===== config.mk =====
export PLATFORM = sky130hd
export DESIGN_NAME = fetch_seq_flat
export DESIGN_NICKNAME = d
export VERILOG_FILES = /design/src/rtl/fetch_seq_pkg.sv /design/src/rtl/fetch_seq_if.sv /design/src/rtl/branch_lut.sv /design/src/rtl/fetch_seq.sv /design/src/flat_wrapper.sv
export SDC_FILE = /design/constraint.sdc
export NUM_CORES = 1
export LEC_CHECK = 0
export CORE_MARGIN = 8
export CORE_UTILIZATION = 55
export CTS_CLUSTER_SIZE = 12
export DETAILED_ROUTE_END_ITERATION = 16
export GPL_TIMING_DRIVEN = 0
export HOLD_SLACK_MARGIN = 0.02
export PLACE_DENSITY = 0.75
export SLEW_MARGIN = 20
export SYNTH_ARGS = -nofsm -noshare
export SYNTH_HDL_FRONTEND = slang
export SYNTH_SLANG_ARGS = --single-unit

===== constraint.sdc =====
create_clock -name clk -period 4.83 [get_ports clk]
set_input_delay 0.7245 -clock clk [delete_from_list [all_inputs] [get_ports clk]]
set_output_delay 0.7245 -clock clk [all_outputs]
set_load 0.05 [all_outputs]

===== src/rtl/fetch_seq_pkg.sv =====
// fetch_seq_pkg: shared state enum, default parameters and return-stack depth (optional call/ret stack enabled by FETCH_SEQ_CALL_EN)
package fetch_seq_pkg;
    typedef enum logic [1:0] {IDLE = 2'd0, RUN = 2'd1, HALT = 2'd2} state_e;
    localparam int DEF_PC_W      = 12;
    localparam int DEF_LBL_W     = 8;
    localparam int DEF_LUT_DEPTH = 16;
    localparam int DEF_DONE_ADDR = 2000;
    localparam int RS_DEPTH      = 4;
    function automatic logic [31:0] sat_inc(input logic [31:0] v);
        return (v == 32'hFFFF_FFFF) ? v : v + 32'd1;
    endfunction
endpackage


===== src/rtl/fetch_seq_if.sv =====
// fetch_seq_if: control, LUT-write and status bundle of fetch_seq; call/ret/rs_err appear only with FETCH_SEQ_CALL_EN
interface fetch_seq_if #(
    parameter int PC_W      = fetch_seq_pkg::DEF_PC_W,
    parameter int LBL_W     = fetch_seq_pkg::DEF_LBL_W,
    parameter int LUT_DEPTH = fetch_seq_pkg::DEF_LUT_DEPTH
);
    localparam int IDX_W = $clog2(LUT_DEPTH);
    logic             start;
    logic             stall;
    logic             branch;
    logic [LBL_W-1:0] label;
    logic             lut_we;
    logic [IDX_W-1:0] lut_waddr;
    logic [PC_W-1:0]  lut_wdata;
    logic [PC_W-1:0]  pc;
    logic             valid;
    logic             busy;
    logic             done;
    logic [31:0]      cycles;
`ifdef FETCH_SEQ_CALL_EN
    logic             call;
    logic             ret;
    logic             rs_err;
    modport master(output start, stall, branch, label, lut_we, lut_waddr, lut_wdata, call, ret,
                   input pc, valid, busy, done, cycles, rs_err);
    modport slave(input start, stall, branch, label, lut_we, lut_waddr, lut_wdata, call, ret,
                  output pc, valid, busy, done, cycles, rs_err);
`else
    modport master(output start, stall, branch, label, lut_we, lut_waddr, lut_wdata,
                   input pc, valid, busy, done, cycles);
    modport slave(input start, stall, branch, label, lut_we, lut_waddr, lut_wdata,
                  output pc, valid, busy, done, cycles);
`endif
endinterface


===== src/rtl/branch_lut.sv =====
// branch_lut: register file of branch targets, one write port, one combinational read port
module branch_lut #(
    parameter int W     = 12,
    parameter int DEPTH = 16
) (
    input  logic                     clk,
    input  logic                     reset,
    input  logic                     we,
    input  logic [$clog2(DEPTH)-1:0] waddr,
    input  logic [W-1:0]             wdata,
    input  logic [$clog2(DEPTH)-1:0] raddr,
    output logic [W-1:0]             rdata
);
    logic [W-1:0] mem_q [DEPTH];
    logic [W-1:0] mem_d [DEPTH];

    // a write lands on the next edge, so a same-cycle read still returns the old entry
    always_comb begin
        mem_d = mem_q;
        if (we) mem_d[waddr] = wdata;
    end

    // storage, cleared to zero on reset
    always_ff @(posedge clk or negedge reset) begin
        if (!reset) mem_q <= '{default: '0};
        else        mem_q <= mem_d;
    end

    assign rdata = mem_q[raddr];
endmodule


===== src/rtl/fetch_seq.sv =====
// fetch_seq: IDLE/RUN/HALT program-counter sequencer with branch LUT; FETCH_SEQ_CALL_EN adds a 4-entry return stack
module fetch_seq
    import fetch_seq_pkg::*;
#(
    parameter int PC_W      = DEF_PC_W,
    parameter int LBL_W     = DEF_LBL_W,
    parameter int LUT_DEPTH = DEF_LUT_DEPTH,
    parameter int DONE_ADDR = DEF_DONE_ADDR
) (
    input  logic       clk,
    input  logic       reset,
    fetch_seq_if.slave bus
);
    localparam int IDX_W = $clog2(LUT_DEPTH);
    localparam logic [PC_W-1:0] DONE = PC_W'(DONE_ADDR);

    state_e          state_q, state_d;
    logic [PC_W-1:0] pc_q, pc_d;
    logic [31:0]     cycles_q, cycles_d;
    logic            valid_q, valid_d, busy_q, busy_d, done_q, done_d;
    logic [PC_W-1:0] lut_rdata;
    logic            unused_label;

    assign unused_label = ^bus.label;

    branch_lut #(.W(PC_W), .DEPTH(LUT_DEPTH)) u_lut (
        .clk   (clk),
        .reset (reset),
        .we    (bus.lut_we),
        .waddr (bus.lut_waddr),
        .wdata (bus.lut_wdata),
        .raddr (bus.label[IDX_W-1:0]),
        .rdata (lut_rdata)
    );

`ifdef FETCH_SEQ_CALL_EN
    logic [PC_W-1:0] stk_q [RS_DEPTH];
    logic [PC_W-1:0] stk_d [RS_DEPTH];
    logic [1:0]      sp_q, sp_d;
    logic [2:0]      cnt_q, cnt_d;
    logic            rs_err_q, rs_err_d;
    logic [1:0]      sp_inc;
    assign sp_inc = sp_q + 2'd1;
    assign bus.rs_err = rs_err_q;
`endif

    // next state: halt beats stall, stall beats ret/call/branch, otherwise increment
    always_comb begin
        state_d  = state_q;
        pc_d     = pc_q;
        cycles_d = cycles_q;
`ifdef FETCH_SEQ_CALL_EN
        stk_d    = stk_q;
        sp_d     = sp_q;
        cnt_d    = cnt_q;
        rs_err_d = rs_err_q;
`endif
        if (state_q == RUN) begin
            cycles_d = sat_inc(cycles_q);
            if (pc_q == DONE) state_d = HALT;
            else if (!bus.stall) begin
`ifdef FETCH_SEQ_CALL_EN
                if (bus.ret) begin
                    if (cnt_q != 3'd0) begin
                        pc_d  = stk_q[sp_q];
                        sp_d  = sp_q - 2'd1;
                        cnt_d = cnt_q - 3'd1;
                    end else begin
                        pc_d     = pc_q + 1'b1;
                        rs_err_d = 1'b1;
                    end
                end else if (bus.call) begin
                    stk_d[sp_inc] = pc_q + 1'b1;
                    sp_d          = sp_inc;
                    cnt_d         = (cnt_q == 3'(RS_DEPTH)) ? cnt_q : cnt_q + 3'd1;
                    pc_d          = lut_rdata;
                end else
`endif
                pc_d = bus.branch ? lut_rdata : pc_q + 1'b1;
            end
        end else if (bus.start) begin
            state_d  = RUN;
            pc_d     = '0;
            cycles_d = '0;
`ifdef FETCH_SEQ_CALL_EN
            sp_d     = '0;
            cnt_d    = '0;
            rs_err_d = 1'b0;
`endif
        end
        valid_d = (state_d == RUN) && (pc_d != DONE);
        busy_d  = state_d == RUN;
        done_d  = state_d == HALT;
    end

    // state, pc, counter and registered status flags; reset aborts a run at once
    always_ff @(posedge clk or negedge reset) begin
        if (!reset) begin
            state_q  <= IDLE;
            pc_q     <= '0;
            cycles_q <= '0;
            valid_q  <= 1'b0;
            busy_q   <= 1'b0;
            done_q   <= 1'b0;
`ifdef FETCH_SEQ_CALL_EN
            stk_q    <= '{default: '0};
            sp_q     <= '0;
            cnt_q    <= '0;
            rs_err_q <= 1'b0;
`endif
        end else begin
            state_q  <= state_d;
            pc_q     <= pc_d;
            cycles_q <= cycles_d;
            valid_q  <= valid_d;
            busy_q   <= busy_d;
            done_q   <= done_d;
`ifdef FETCH_SEQ_CALL_EN
            stk_q    <= stk_d;
            sp_q     <= sp_d;
            cnt_q    <= cnt_d;
            rs_err_q <= rs_err_d;
`endif
        end
    end

    assign bus.pc     = pc_q;
    assign bus.valid  = valid_q;
    assign bus.busy   = busy_q;
    assign bus.done   = done_q;
    assign bus.cycles = cycles_q;
endmodule

===== src/flat_wrapper.sv =====
// flat-port wrapper written by rule: the top's interface ports become plain ports
module fetch_seq_flat import fetch_seq_pkg::*;
#(
    parameter int PC_W      = DEF_PC_W,
    parameter int LBL_W     = DEF_LBL_W,
    parameter int LUT_DEPTH = DEF_LUT_DEPTH,
    parameter int DONE_ADDR = DEF_DONE_ADDR
)
  (clk, reset, bus_start, bus_stall, bus_branch, bus_label, bus_lut_we, bus_lut_waddr, bus_lut_wdata, bus_pc, bus_valid, bus_busy, bus_done, bus_cycles);
  fetch_seq_if #(.PC_W(PC_W), .LBL_W(LBL_W), .LUT_DEPTH(LUT_DEPTH)) bus_i ();
  input  logic clk;
  input  logic reset;
  input wire logic [$bits(bus_i.start)-1:0] bus_start;
  input wire logic [$bits(bus_i.stall)-1:0] bus_stall;
  input wire logic [$bits(bus_i.branch)-1:0] bus_branch;
  input wire logic [$bits(bus_i.label)-1:0] bus_label;
  input wire logic [$bits(bus_i.lut_we)-1:0] bus_lut_we;
  input wire logic [$bits(bus_i.lut_waddr)-1:0] bus_lut_waddr;
  input wire logic [$bits(bus_i.lut_wdata)-1:0] bus_lut_wdata;
  output wire logic [$bits(bus_i.pc)-1:0] bus_pc;
  output wire logic [$bits(bus_i.valid)-1:0] bus_valid;
  output wire logic [$bits(bus_i.busy)-1:0] bus_busy;
  output wire logic [$bits(bus_i.done)-1:0] bus_done;
  output wire logic [$bits(bus_i.cycles)-1:0] bus_cycles;
  assign bus_i.start = bus_start;
  assign bus_i.stall = bus_stall;
  assign bus_i.branch = bus_branch;
  assign bus_i.label = bus_label;
  assign bus_i.lut_we = bus_lut_we;
  assign bus_i.lut_waddr = bus_lut_waddr;
  assign bus_i.lut_wdata = bus_lut_wdata;
  assign bus_pc = bus_i.pc;
  assign bus_valid = bus_i.valid;
  assign bus_busy = bus_i.busy;
  assign bus_done = bus_i.done;
  assign bus_cycles = bus_i.cycles;
  fetch_seq #(.PC_W(PC_W), .LBL_W(LBL_W), .LUT_DEPTH(LUT_DEPTH), .DONE_ADDR(DONE_ADDR)) u_core (.clk(clk), .reset(reset), .bus(bus_i));
endmodule

# Word level (Yosys, flattened, before mapping)
# Cells that the tools add are included.
dict set report totals {
  regBits 241
  latchBits 0
  ram_bits 0
  mem_bits_ro 0
  in_bits 30
  out_inout_bits 47
  wordCells 57
  memories 0
}
dict set report op_classes {
  n_addsub 2
  mul 0
  div_mod_pow 0
  order_cmp 3
  eq_ne 7
  shift 0
  muxes 17
  n_bitwise 2
  n_reduce_logical 4
}
# op n
set ops {}
lappend ops {{192-bit bitwise mux} 1}
lappend ops {{12-bit two-way mux} 8}
lappend ops {{32-bit two-way mux} 3}
lappend ops {{12-bit binary-select mux with 4-bit select} 1}
lappend ops {{12-bit demux with 4-bit select} 1}
lappend ops {{32-bit by 1-bit adder with 32-bit output (second input constant)} 1}
lappend ops {{32-bit == test (second input constant)} 1}
lappend ops {{12-bit by 1-bit adder with 12-bit output (second input constant)} 1}
lappend ops {{12-bit by 11-bit == test with 1-bit output (second input constant)} 1}
lappend ops {{12-bit by 11-bit inequality test with 1-bit output (second input constant)} 1}
lappend ops {{5-bit greater-or-equal comparator (second input constant)} 2}
lappend ops {{4-bit NOT with 5-bit output} 2}
lappend ops {{2-bit two-way mux} 3}
lappend ops {{5-bit by 1-bit < comparator with 1-bit output (second input constant)} 1}
lappend ops {{2-bit by 1-bit == test with 1-bit output (second input constant)} 2}
lappend ops {{2-bit == test (second input constant)} 1}
lappend ops {{1-bit logical AND} 2}
lappend ops {{2-bit inequality test (second input constant)} 1}
lappend ops {{2-bit AND reduction} 1}
lappend ops {{2-bit nonzero test} 1}

# Depth between registers and ports, before layout
# Gate-level depths: netlist of run 1.
dict set report logic_depth {
  word_depth 10
  depth_mapped 10
  ltp_nobuf 9
}

# By module
# From an unflattened synthesis of run 1, not the netlist that was laid out.
dict set report unflattened {
  cells_unflattened 870
  hier_area_um2 11654.9
}
# module instances cells_each area_each_um2 seq_area_each_um2
set modules_own_cells {}
lappend modules_own_cells {branch_lut 1 543 8677.1 4804.6}
lappend modules_own_cells {fetch_seq 1 327 2977.9 1226.2}

# Worst setup path after synthesis of run 1
# Ideal clock, no wire load.
dict set report synth_path {
  path_kind {input to register}
  startpoint {in bus_label[0]}
  endpoint {reg u_core.valid_q, in the netlist u_core.bus.valid}
  setup_time_ns 0.124
  arrival_time_ns 2.689
  required_time_ns 4.706
  path_slack_ns 2.017
  path_stages 8
  path_cell_list {buf_6 -> buf_6 -> mux4_2 -> a41oi_2 -> o21ai_1 -> a211o_1 -> or4b_1 -> o31a_1}
}
dict set report synth_via {
  elab_chain_cells 10
}
# item line
set synth_rtl {}
lappend synth_rtl {{start: declaration} flat_wrapper.sv:16} ;# input wire logic [$bits(bus_i.label)-1:0] bus_label;
lappend synth_rtl {{4-bit NOT with 5-bit output (not written as such)} branch_lut.sv:29} ;# assign rdata = mem_q[raddr];
lappend synth_rtl {{12-bit binary-select mux with 4-bit select} branch_lut.sv:29}
lappend synth_rtl {{12-bit two-way mux (not written as such) (2 in series)} branch_lut.sv:29}
lappend synth_rtl {{12-bit two-way mux} fetch_seq.sv:79} ;# pc_d = bus.branch ? lut_rdata : pc_q + 1'b1;
lappend synth_rtl {{12-bit two-way mux} fetch_seq.sv:61} ;# else if (!bus.stall) begin
lappend synth_rtl {{12-bit two-way mux} fetch_seq.sv:60} ;# if (pc_q == DONE) state_d = HALT;
lappend synth_rtl {{12-bit two-way mux} fetch_seq.sv:58} ;# if (state_q == RUN) begin
lappend synth_rtl {{12-bit by 11-bit inequality test with 1-bit output} fetch_seq.sv:91} ;# valid_d = (state_d == RUN) && (pc_d != DONE);
lappend synth_rtl {{1-bit logical AND} fetch_seq.sv:91}
lappend synth_rtl {{net u_core.valid_d} fetch_seq.sv:20} ;# logic valid_q, valid_d, busy_q, busy_d, done_q, done_d;
lappend synth_rtl {{end signal: assignment} fetch_seq.sv:115} ;# valid_q <= valid_d;
lappend synth_rtl {{end: declaration} fetch_seq.sv:20}
# The timed path passes the listed nets, and every way through them passes these cells. The select of a mux whose other input is x is not followed.
# A chain may end at the register's enable or synchronous reset.

# Worst setup path after layout of run 1
dict set report layout_path {
  startpoint {in bus_label[1]}
  endpoint {reg u_core.valid_q, in the netlist u_core.bus.valid}
}
dict set report layout_via {
  elab_chain_cells 10
}
# item line
set layout_rtl {}
lappend layout_rtl {{4-bit NOT with 5-bit output (not written as such)} branch_lut.sv:29}
lappend layout_rtl {{12-bit binary-select mux with 4-bit select} branch_lut.sv:29}
lappend layout_rtl {{12-bit two-way mux (not written as such) (2 in series)} branch_lut.sv:29}
lappend layout_rtl {{12-bit two-way mux} fetch_seq.sv:79}
lappend layout_rtl {{12-bit two-way mux} fetch_seq.sv:61}
lappend layout_rtl {{12-bit two-way mux} fetch_seq.sv:60}
lappend layout_rtl {{12-bit two-way mux} fetch_seq.sv:58}
lappend layout_rtl {{net u_core.pc_d[1]} fetch_seq.sv:18} ;# logic [PC_W-1:0] pc_q, pc_d;
lappend layout_rtl {{12-bit by 11-bit inequality test with 1-bit output} fetch_seq.sv:91}
lappend layout_rtl {{1-bit logical AND} fetch_seq.sv:91}
lappend layout_rtl {{net u_core.valid_d} fetch_seq.sv:20}
# The timed path passes the listed nets, and every way through them passes these cells. The select of a mux whose other input is x is not followed.

==> impl_metrics.csv, run 1 <==
group,metric,value,unit
sta,rsz0062_at_grt,"no",
min_path,hold_path.class,"in -> async",
worst_setup_path,crit_required,5.24,ns
run_status,status,"completed",
worst_setup_path,end_kind,"flop",
global_routing,use_met3,2.88,%
clocking,cts_resized,0,
pwr,finalPower,6.11,mW
finish,final_util,64.7,%
finish,regArea,0.00603,sq mm
logic_synthesis,synth.distinct_cells,63,
finish,diodes,0,
logic_synthesis,yosys.area.top_type,"dfrtp_1",
clocking,cts_tree,"built",
global_routing,globalRouteTotalUtil,21.7,%
placement,gp_congestion,0.901,
logic_synthesis,synthTopCellsByCount,"241 x dfrtp_1, 197 x mux2_2, 51 x nand3_1",
detailed_routing,routed_wl,28100,um
floorplanning,io_pins,77,
logic_synthesis,synth-seq-cells,241,
detailed_routing,firstDrtPassIters,5,
logic_synthesis,synthMostInstantiatedCell,"dfrtp_1",
sta,maxSlewHeadroom,33.1,%
logic_synthesis,yosys_warnings,0,
sta,fmax,0.305,GHz
clocking,ctsLongestPathBuffers,3,
finish,multiInputGateArea,0.00523,sq mm
pwr,vdd_drop_max,0.325,mV
global_routing,grt_max_degree,92,
logic_synthesis,synth_nets,880,
finish,fillers,1572,
logic_synthesis,synth_edf_count,0,
finish,syn2layout_area_growth,16.5,%
sta,setup_ws,1.55,ns
clocking,cts_buffers,26,
logic_synthesis,syn_avg_cell_area,13.7,sq um
worst_setup_path,critPathMaxStageDelay,0.60,ns
detailed_routing,ant_nets,0,
detailed_routing,drcViolationCount,0,
detailed_routing,wl_per_cell,22.7,um
detailed_routing,drt-initial-drc-count,579,
logic_synthesis,yosysSeqAreaShare,52.1,%
worst_setup_path,critical_path_class,"in -> reg",
worst_setup_path,setup.worst_path.start_class,"primary input",
clocking,insertion_delay,0.54,ns
worst_setup_path,critPathArrivalTime,3.68,ns
clocking,cts.sinks,241,
floorplanning,die_area,0.0259,sq mm
logic_synthesis,yosys.area.top_type_share,52.1,%
placement,post-place-ws,1.05,ns
detailed_routing,via_per_inst,6.19,
sta,maxSlewViolCount,0,
finish,nets,979,
global_routing,grt_overflow,0,
worst_setup_path,cp_slowest_cell,"clkdlybuf4s50_1",
global_routing,grt_pass1_wl,44900,um
pwr,p_per_area,453,mW/mm^2
sta,finalHoldViolCount,0,
sta,finalCritPeriodShare,67.8,%
worst_setup_path,crit_path_max_fanout,10,
clocking,cts_hold_buf,0,
logic_synthesis,synth_flop_cell,"dfrtp_1",
floorplanning,die_w,161,um
clocking,clock-root-buffer,"clkbuf_16",
global_routing,met2_usage,35.0,%
pwr,leakagePower,5.76,nW
placement,port-buffer-count,69,
detailed_routing,dr_total_vias,7659,
logic_synthesis,synth_area_leaders,"dfrtp_1 52%, mux2_2 19%, mux4_2 4.9%",
logic_synthesis,syn_inst,847,
finish,drive_gt1_share,29.8,%
global_routing,antenna_found_initial,0,
logic_synthesis,async_reset_ff_share,100,%
global_routing,use_met1,30.3,%
floorplanning,rows,53,
worst_setup_path,path_cells,"clkdlybuf4s50_1, buf_6, buf_12, buf_8, mux4_1, a22oi_1, a31oi_1, a21oi_1, o21ai_1, or4b_1, o31a_1",
sta,period_needed,3.28,ns
floorplanning,die_h,161,um
floorplanning,start_util,55.6,%
floorplanning,core,0.0208,sq mm
clocking,htreeDepth,1,
clocking,clk_pin_slew,0.06,ns
sta,tightest_slew,1.00,ns
placement,hpwl,19000,um
clocking,postCtsSetupRepairBufs,0,
sta,finalSetupViolCount,0,
global_routing,grt_pass1_vias,7733,
global_routing,top_usage_layer,"met2",
job,maxCapViolations,0,
sta,fin_skew,0.0184,ns
logic_synthesis,syn-cell-area,0.0116,sq mm
==> through the flow <==
step | setup TNS, ns | hold slack, ns | std cells | cell area (sq um)
after detailed placement | 0 | 0.486 | 1193 | 12700
final | 0 | 0.160 | 1237 | 13500
after floorplan | 0 | 0.429 | 847 | 11600
after global placement | -1748.96 | 0.479 | 1191 | 12600
after CTS | 0 | 0.173 | 1237 | 13500
after global routing | 0 | 0.203 | 1237 | 13500
==> state kept, by name (all words and copies together) (netlist names) <==
name and count:
u_core.u_lut.mem_q 192, u_core.bus.busy 1, u_core.bus.pc 12, u_core.bus.valid 1, u_core.bus.cycles 32, u_core.state_q 2, u_core.bus.done 1
==> metal layers <==
layer  share of wire [%]  wire length [um]  vias to the layer above
met5                   0                 0                        -
met4                 3.1               871                        0
met3                 5.4              1530                       51
met2                  47             13200                      265
met1                  45             12500                     3962
li1                    -                 -                     3381
==> final timing paths <==
kind                                         start                 endpoint  slack, ns  depth (start not counted)
hold reg to reg            u_core.u_lut.mem_q[149]  u_core.u_lut.mem_q[149]       0.50                          1
setup / recovery                      bus_label[1]         u_core.bus.valid       1.55                         11
max in group asynchronous                    reset    u_core.u_lut.mem_q[6]       3.45                          3
min in group clk           u_core.u_lut.mem_q[149]  u_core.u_lut.mem_q[149]       0.50                          1
setup reg to reg                  u_core.bus.pc[0]         u_core.bus.valid       1.78                         10
hold / removal                               reset     u_core.bus.cycles[3]       0.16                          1
==> logic make-up (layout without fill, tap and decap cells) <==
family	after synthesis	in the layout	synth area share, %
mux	259	259	30.2
flops	241	241	52.1
simple gates	182	182	8.26
compound gates	83	83	5.02
buf+inv	61	176	2.70
xor+xnor	18	18	1.36
fa+ha+maj	3	3	0.324
==> final cells by class <==
cell class                 count  area share [%]
inverter                       5           0.139
timing repair buffer          71            5.57
clock inverter                 1           0.121
buffer                        56            2.18
clock buffer                  43            5.90
sequential                   241            44.8
tap                          275            2.55
multi-input combinational    545            38.8
==> where the power goes <==
part / internal, mW / switching, mW
Sequential: 2.47 / 0.305
Clock: 1.11 / 0.788
Combinational: 0.712 / 0.721
Total: 4.30 / 1.81
==> critical path: cells and delay by family <==
family / cells / cell delay [ns]
compound gates: 5 / 0.87
simple gates: 1 / 0.53
buf+inv: 4 / 1.19
mux: 1 / 0.35
==> layout by cell type (no fill, tap or decap), types with 5 or more instances in the layout <==
cell / instances
dfrtp_1: 241
mux2_2: 197
clkdlybuf4s50_1: 68
nand3_1: 51
clkbuf_1: 41
nor2_1: 36
nand2_1: 29
clkbuf_16: 26
mux4_2: 25
o21ai_0: 23
mux4_1: 21
mux2i_1: 16
a21oi_1: 15
and3_1: 12
xor2_1: 12
buf_2: 9
nor2b_1: 8
clkbuf_8: 8
nand2b_1: 7
and4_1: 7
nand4_1: 7
buf_4: 6
xnor2_1: 6
nand3b_1: 6
a31oi_1: 6
a211oi_1: 6
o22ai_1: 5
or3_1: 5
No activity file was read; power rests on OpenSTA's default activity.
==> run 2, diff against run 1 <==
Clock period 4.83 ns to 3.25 ns, I/O delays scaled along.
==> run 2 against run 1 <==
  * Non-clock buffer count rose by 1
  * Clock power grew 48%
  * Global-route usage about the same
  * Critical path depth fell by 1
  * Sequential cell count stayed put
  * First-iteration DRC count grew 12%
  * Die area did not move
  * Count of clock-buffer cells in the layout unchanged
  * Cell count about the same
  * Combinational power is 49% higher
  * Core utilization barely moved
  * Largest cell class unchanged
  * Highest routed layer unchanged
==> impl_metrics.csv, run 2 (synthesized netlist as in run 1, its figures left out) <==
group,metric,value,unit
global_routing,globalRouteTotalUtil,21.7,%
global_routing,grt_max_degree,92,
worst_setup_path,crit_path_max_fanout,10,
sta,tightest_slew,0.992,ns
sta,tns,0,ns
worst_setup_path,critPathArrivalTime,3.46,ns
clocking,cts_buffers,26,
detailed_routing,drt-initial-drc-count,649,
detailed_routing,firstDrtPassIters,5,
floorplanning,io_pins,77,
detailed_routing,via_per_inst,6.20,
detailed_routing,routed_wl,28100,um
sta,finalHoldViolCount,0,
sta,maxSlewHeadroom,33.9,%
finish,nets,980,
worst_setup_path,setup.worst_path.start_class,"flop",
global_routing,grt_overflow,0,
sta,finalCritPeriodShare,94.0,%
run_status,status,"completed",
detailed_routing,ant_nets,0,
finish,final_common_cell,"dfrtp_1",
pwr,p_per_area,673,mW/mm^2
floorplanning,start_util,55.6,%
pwr,vdd_drop_max,0.483,mV
finish,fillers,1571,
global_routing,antenna_found_initial,0,
min_path,hold_path.class,"in -> reg",
clocking,cts.sinks,241,
clocking,ctsLongestPathBuffers,3,
clocking,cts_tree,"built",
pwr,finalPower,9.08,mW
global_routing,grt_pass1_vias,7736,
placement,hpwl,19000,um
sta,rsz0062_at_grt,"no",
finish,layout_common_cells,"241 x dfrtp_1, 197 x mux2_2, 68 x clkdlybuf4s50_1",
floorplanning,die_area,0.0259,sq mm
finish,largest_register_ffs,192,
sta,fin_skew,0.0161,ns
clocking,cts_hold_buf,1,
sta,period_needed,3.05,ns
clocking,insertion_delay,0.54,ns
finish,stdcell_area,0.0135,sq mm
sta,fmax,0.327,GHz
detailed_routing,drcViolationCount,0,
clocking,clk_pin_slew,0.06,ns
floorplanning,core,0.0208,sq mm
worst_setup_path,end_kind,"flop",
pwr,leakagePower,5.76,nW
detailed_routing,wl_per_cell,22.7,um
global_routing,grt_pass1_wl,44900,um
sta,finalSetupViolCount,0,
finish,diodes,0,
job,maxCapViolations,0,
placement,port-buffer-count,69,
finish,syn2layout_area_growth,16.6,%
worst_setup_path,critical_path_class,"reg -> reg",
clocking,cts_resized,0,
worst_setup_path,crit_required,3.65,ns
finish,regMostFlops,"u_core.u_lut.mem_q",
floorplanning,die_h,161,um
placement,placed_cell_area,0.0127,sq mm
clocking,htreeDepth,1,
floorplanning,die_w,161,um
floorplanning,rows,53,
placement,gp_congestion,0.901,
clocking,postCtsSetupRepairBufs,0,
sta,worst_hold_slack,0.477,ns
sta,maxSlewViolCount,0,
finish,drive_gt1_share,29.8,%
detailed_routing,dr_total_vias,7680,
clocking,clock-root-buffer,"clkbuf_16",
## run 2: cell count changes in the layout (fill, tap and decap cells not counted), sizes merged
| cell | previous run | this run |
|---|---|---|
| dlygate4sd3 | 0 | 1 |
## run 2: final timing paths
kind                                             start                      to  slack, ns  depth (start not counted)
min in group asynchronous                        reset    u_core.bus.cycles[3]       0.51                          2
worst max register to register        u_core.bus.pc[0]        u_core.bus.valid       0.20                         10
worst max-delay path                  u_core.bus.pc[0]        u_core.bus.valid       0.20                         10
worst min register to register  u_core.u_lut.mem_q[73]  u_core.u_lut.mem_q[73]       0.50                          1
worst min-delay path                        bus_branch        u_core.bus.pc[8]       0.48                          4
max in group asynchronous                        reset  u_core.u_lut.mem_q[53]       1.52                          4
## run 2: routing by layer
metal / share of wire (%) / global-route usage [%] / vias up / routed length, um
li1: - / - / 3372 / -
met1: 45 / 30.3 / 3999 / 12600
met2: 47 / 35.0 / 251 / 13200
met3: 5.2 / 2.88 / 58 / 1460
met4: 3.2 / 6.69 / 0 / 905
met5: 0 / 0 / - / 0
## run 2: metrics by stage
stage / util, % / setup slack (ns) / cells
4_1_cts: 64.8 / 0.248 / 1238
6_report: 64.8 / 0.195 / 1238
3_3_place_gp: 60.5 / -8.63 / 1191
2_1_floorplan: - / 0.444 / 847
3_5_place_dp: 60.8 / -0.293 / 1193
5_1_grt: 64.8 / 0.114 / 1238
## run 2: area by class of cell
class	instances	area, sq um	share of cell area (%)
clock inverter	1	16.3	0.121
timing repair buffer	72	761	5.64
clock buffer	43	795	5.89
sequential	241	6030	44.7
multi-input combinational	545	5230	38.7
inverter	5	18.8	0.139
tap	275	344	2.55
buffer	56	294	2.18
## run 2: critical path: stages, from the launching register on
cell	delay (ns)
dfrtp_1	0.44
inv_1	0.13
ha_1	0.15
nor4bb_1	0.40
nand4_1	0.24
nand2b_1	0.15
buf_2	0.23
o21ai_1	0.13
a211o_1	0.29
or4b_1	0.49
o31a_1	0.27
## run 2: report_power, final
part / leakage, nW / switching, mW / internal, mW
sequential: 2.94 / 0.453 / 3.67
clock: 0.395 / 1.17 / 1.65
combinational: 2.43 / 1.07 / 1.06
total: 5.76 / 2.70 / 6.38
==> run 3, diff against run 2 <==
Settings changed: MAX_ROUTING_LAYER from default to met4.
==> run 3 against run 2 <==
  * Sequential power hardly changed
  * Via count down 0.16%
  * Count of clock-buffer cells in the layout stayed put
  * Largest cell class unchanged
  * First-iteration DRC count down 3.7%
  * Hold slack improved by 0.0012 ns
  * Power about the same
  * Final area did not move
  * Wire length about the same
  * Largest power group unchanged
  * Clock skew decreased by 0.0035 ns
==> impl_metrics.csv, run 3 (synthesized netlist as in run 1, its figures left out) <==
group,metric,value,unit
global_routing,grt_overflow,0,
run_status,status,"completed",
floorplanning,io_pins,77,
detailed_routing,wl_met2,13200,um
job,maxCapViolations,0,
floorplanning,die_h,161,um
global_routing,antenna_found_initial,0,
placement,gp_congestion,0.916,
global_routing,globalRouteTotalUtil,22.3,%
detailed_routing,wirelength_met1,12700,um
clocking,ctsLongestPathBuffers,3,
detailed_routing,wl_per_cell,22.7,um
finish,layout_common_cells,"241 x dfrtp_1, 197 x mux2_2, 68 x clkdlybuf4s50_1",
sta,finalHoldViolCount,0,
sta,worst_hold_slack,0.478,ns
finish,final_util,64.8,%
worst_setup_path,critPathArrivalTime,3.45,ns
detailed_routing,drcViolationCount,0,
placement,placed_cell_area,0.0127,sq mm
pwr,finalPower,9.08,mW
worst_setup_path,critPathMaxStageDelay,0.50,ns
sta,maxSlewHeadroom,33.6,%
clocking,cts_tree,"built",
floorplanning,die_w,161,um
global_routing,grt_pass1_wl,44900,um
detailed_routing,routed_wl,28100,um
sta,period_needed,3.04,ns
worst_setup_path,crit_path_max_fanout,10,
worst_setup_path,crit_buf_inv,2,
global_routing,grt_pass1_vias,7735,
worst_setup_path,path_cells,"inv_1, ha_1, nor4bb_1, nand4_1, nand2b_1, buf_2, o21ai_1, a211o_1, or4b_1, o31a_1",
floorplanning,start_util,55.6,%
detailed_routing,ant_nets,0,
clocking,cts.sinks,241,
sta,finalCritPeriodShare,93.7,%
detailed_routing,firstDrtPassIters,5,
pwr,vdd_drop_max,0.481,mV
finish,drive_gt1_share,29.8,%
sta,maxSlewViolCount,0,
clocking,insertion_delay,0.53,ns
clocking,clock-root-buffer,"clkbuf_16",
min_path,hold_path.class,"in -> reg",
detailed_routing,dr_total_vias,7668,
global_routing,grt_max_degree,92,
sta,tightest_slew,0.996,ns
worst_setup_path,crit_required,3.66,ns
sta,fin_skew,0.0127,ns
pwr,p_per_area,673,mW/mm^2
clocking,htreeDepth,1,
finish,nets,980,
worst_setup_path,cp_slowest_cell,"or4b_1",
finish,syn2layout_area_growth,16.6,%
placement,port-buffer-count,69,
worst_setup_path,end_kind,"flop",
clocking,cts_resized,0,
worst_setup_path,setup.worst_path.start_class,"flop",
worst_setup_path,critical_path_class,"reg -> reg",
sta,fmax,0.328,GHz
sta,finalSetupViolCount,0,
detailed_routing,dr_wl_met3,1440,um
finish,diodes,0,
finish,stdcell_area,0.0135,sq mm
sta,rsz0062_at_grt,"no",
finish,final_common_cell,"dfrtp_1",
detailed_routing,drt-initial-drc-count,625,
placement,hpwl,19000,um
sta,tns,0,ns
detailed_routing,via_per_inst,6.19,
finish,regMostFlops,"u_core.u_lut.mem_q",
worst_setup_path,cp_top_family,"simple AND/OR/NAND/NOR gates",
clocking,clk_pin_slew,0.06,ns
clocking,cts_buffers,26,
finish,largest_register_ffs,192,
detailed_routing,highest_layer,"met4",
pwr,leakagePower,5.76,nW
floorplanning,die_area,0.0259,sq mm
floorplanning,rows,53,
floorplanning,core,0.0208,sq mm
-- run 3: where the power goes --
part / leakage, nW / internal [mW] / switching [mW]
combinational: 2.43 / 1.06 / 1.07
clock: 0.395 / 1.65 / 1.16
sequential: 2.94 / 3.67 / 0.452
-- run 3: worst paths after layout --
check,start,endpoint,slack (ns),cells after the start
min in group asynchronous,reset,u_core.bus.cycles[3],0.51,2
worst max register to register,u_core.bus.pc[0],u_core.bus.valid,0.21,10
worst min-delay path,bus_branch,u_core.bus.pc[8],0.48,4
worst min register to register,u_core.u_lut.mem_q[15],u_core.u_lut.mem_q[15],0.50,1
max in group asynchronous,reset,u_core.u_lut.mem_q[53],1.52,4
worst max-delay path,u_core.bus.pc[0],u_core.bus.valid,0.21,10
-- run 3: final cells by class --
class                   count  area, sq um
fillers                  1571         7340
flip-flops and latches    241         6030
multi-input cells         545         5230
clock buffers              43          795
repair buffers             72          761
well taps                 275          344
plain buffers              56          294
inverters                   5         18.8
clock inverters             1         16.3
-- run 3: metal layers --
metal  track usage, %  up-vias
met1             30.2     3992
met3             2.85       51
li1                 -     3376
met5                -        -
met2             35.0      249
met4             6.65        0
-- run 3: timing repair --
action	CTS	global route
setup buffers	0	0
hold endpoints to repair	71	0
endpoints found under the setup margin	0	0
hold buffers	1	0
-- run 3: worst min-delay path, stage by stage --
cell and delay, ns:
buf_4 0.16, nand2b_1 0.08, a21oi_1 0.06, a21o_1 0.17
-- run 3: through the flow --
step,std cells,worst slack (ns)
5_1_grt,1238,0.114
3_3_place_gp,1191,-8.63
4_1_cts,1238,0.248
2_1_floorplan,847,0.444
3_5_place_dp,1193,-0.293
6_report,1238,0.205
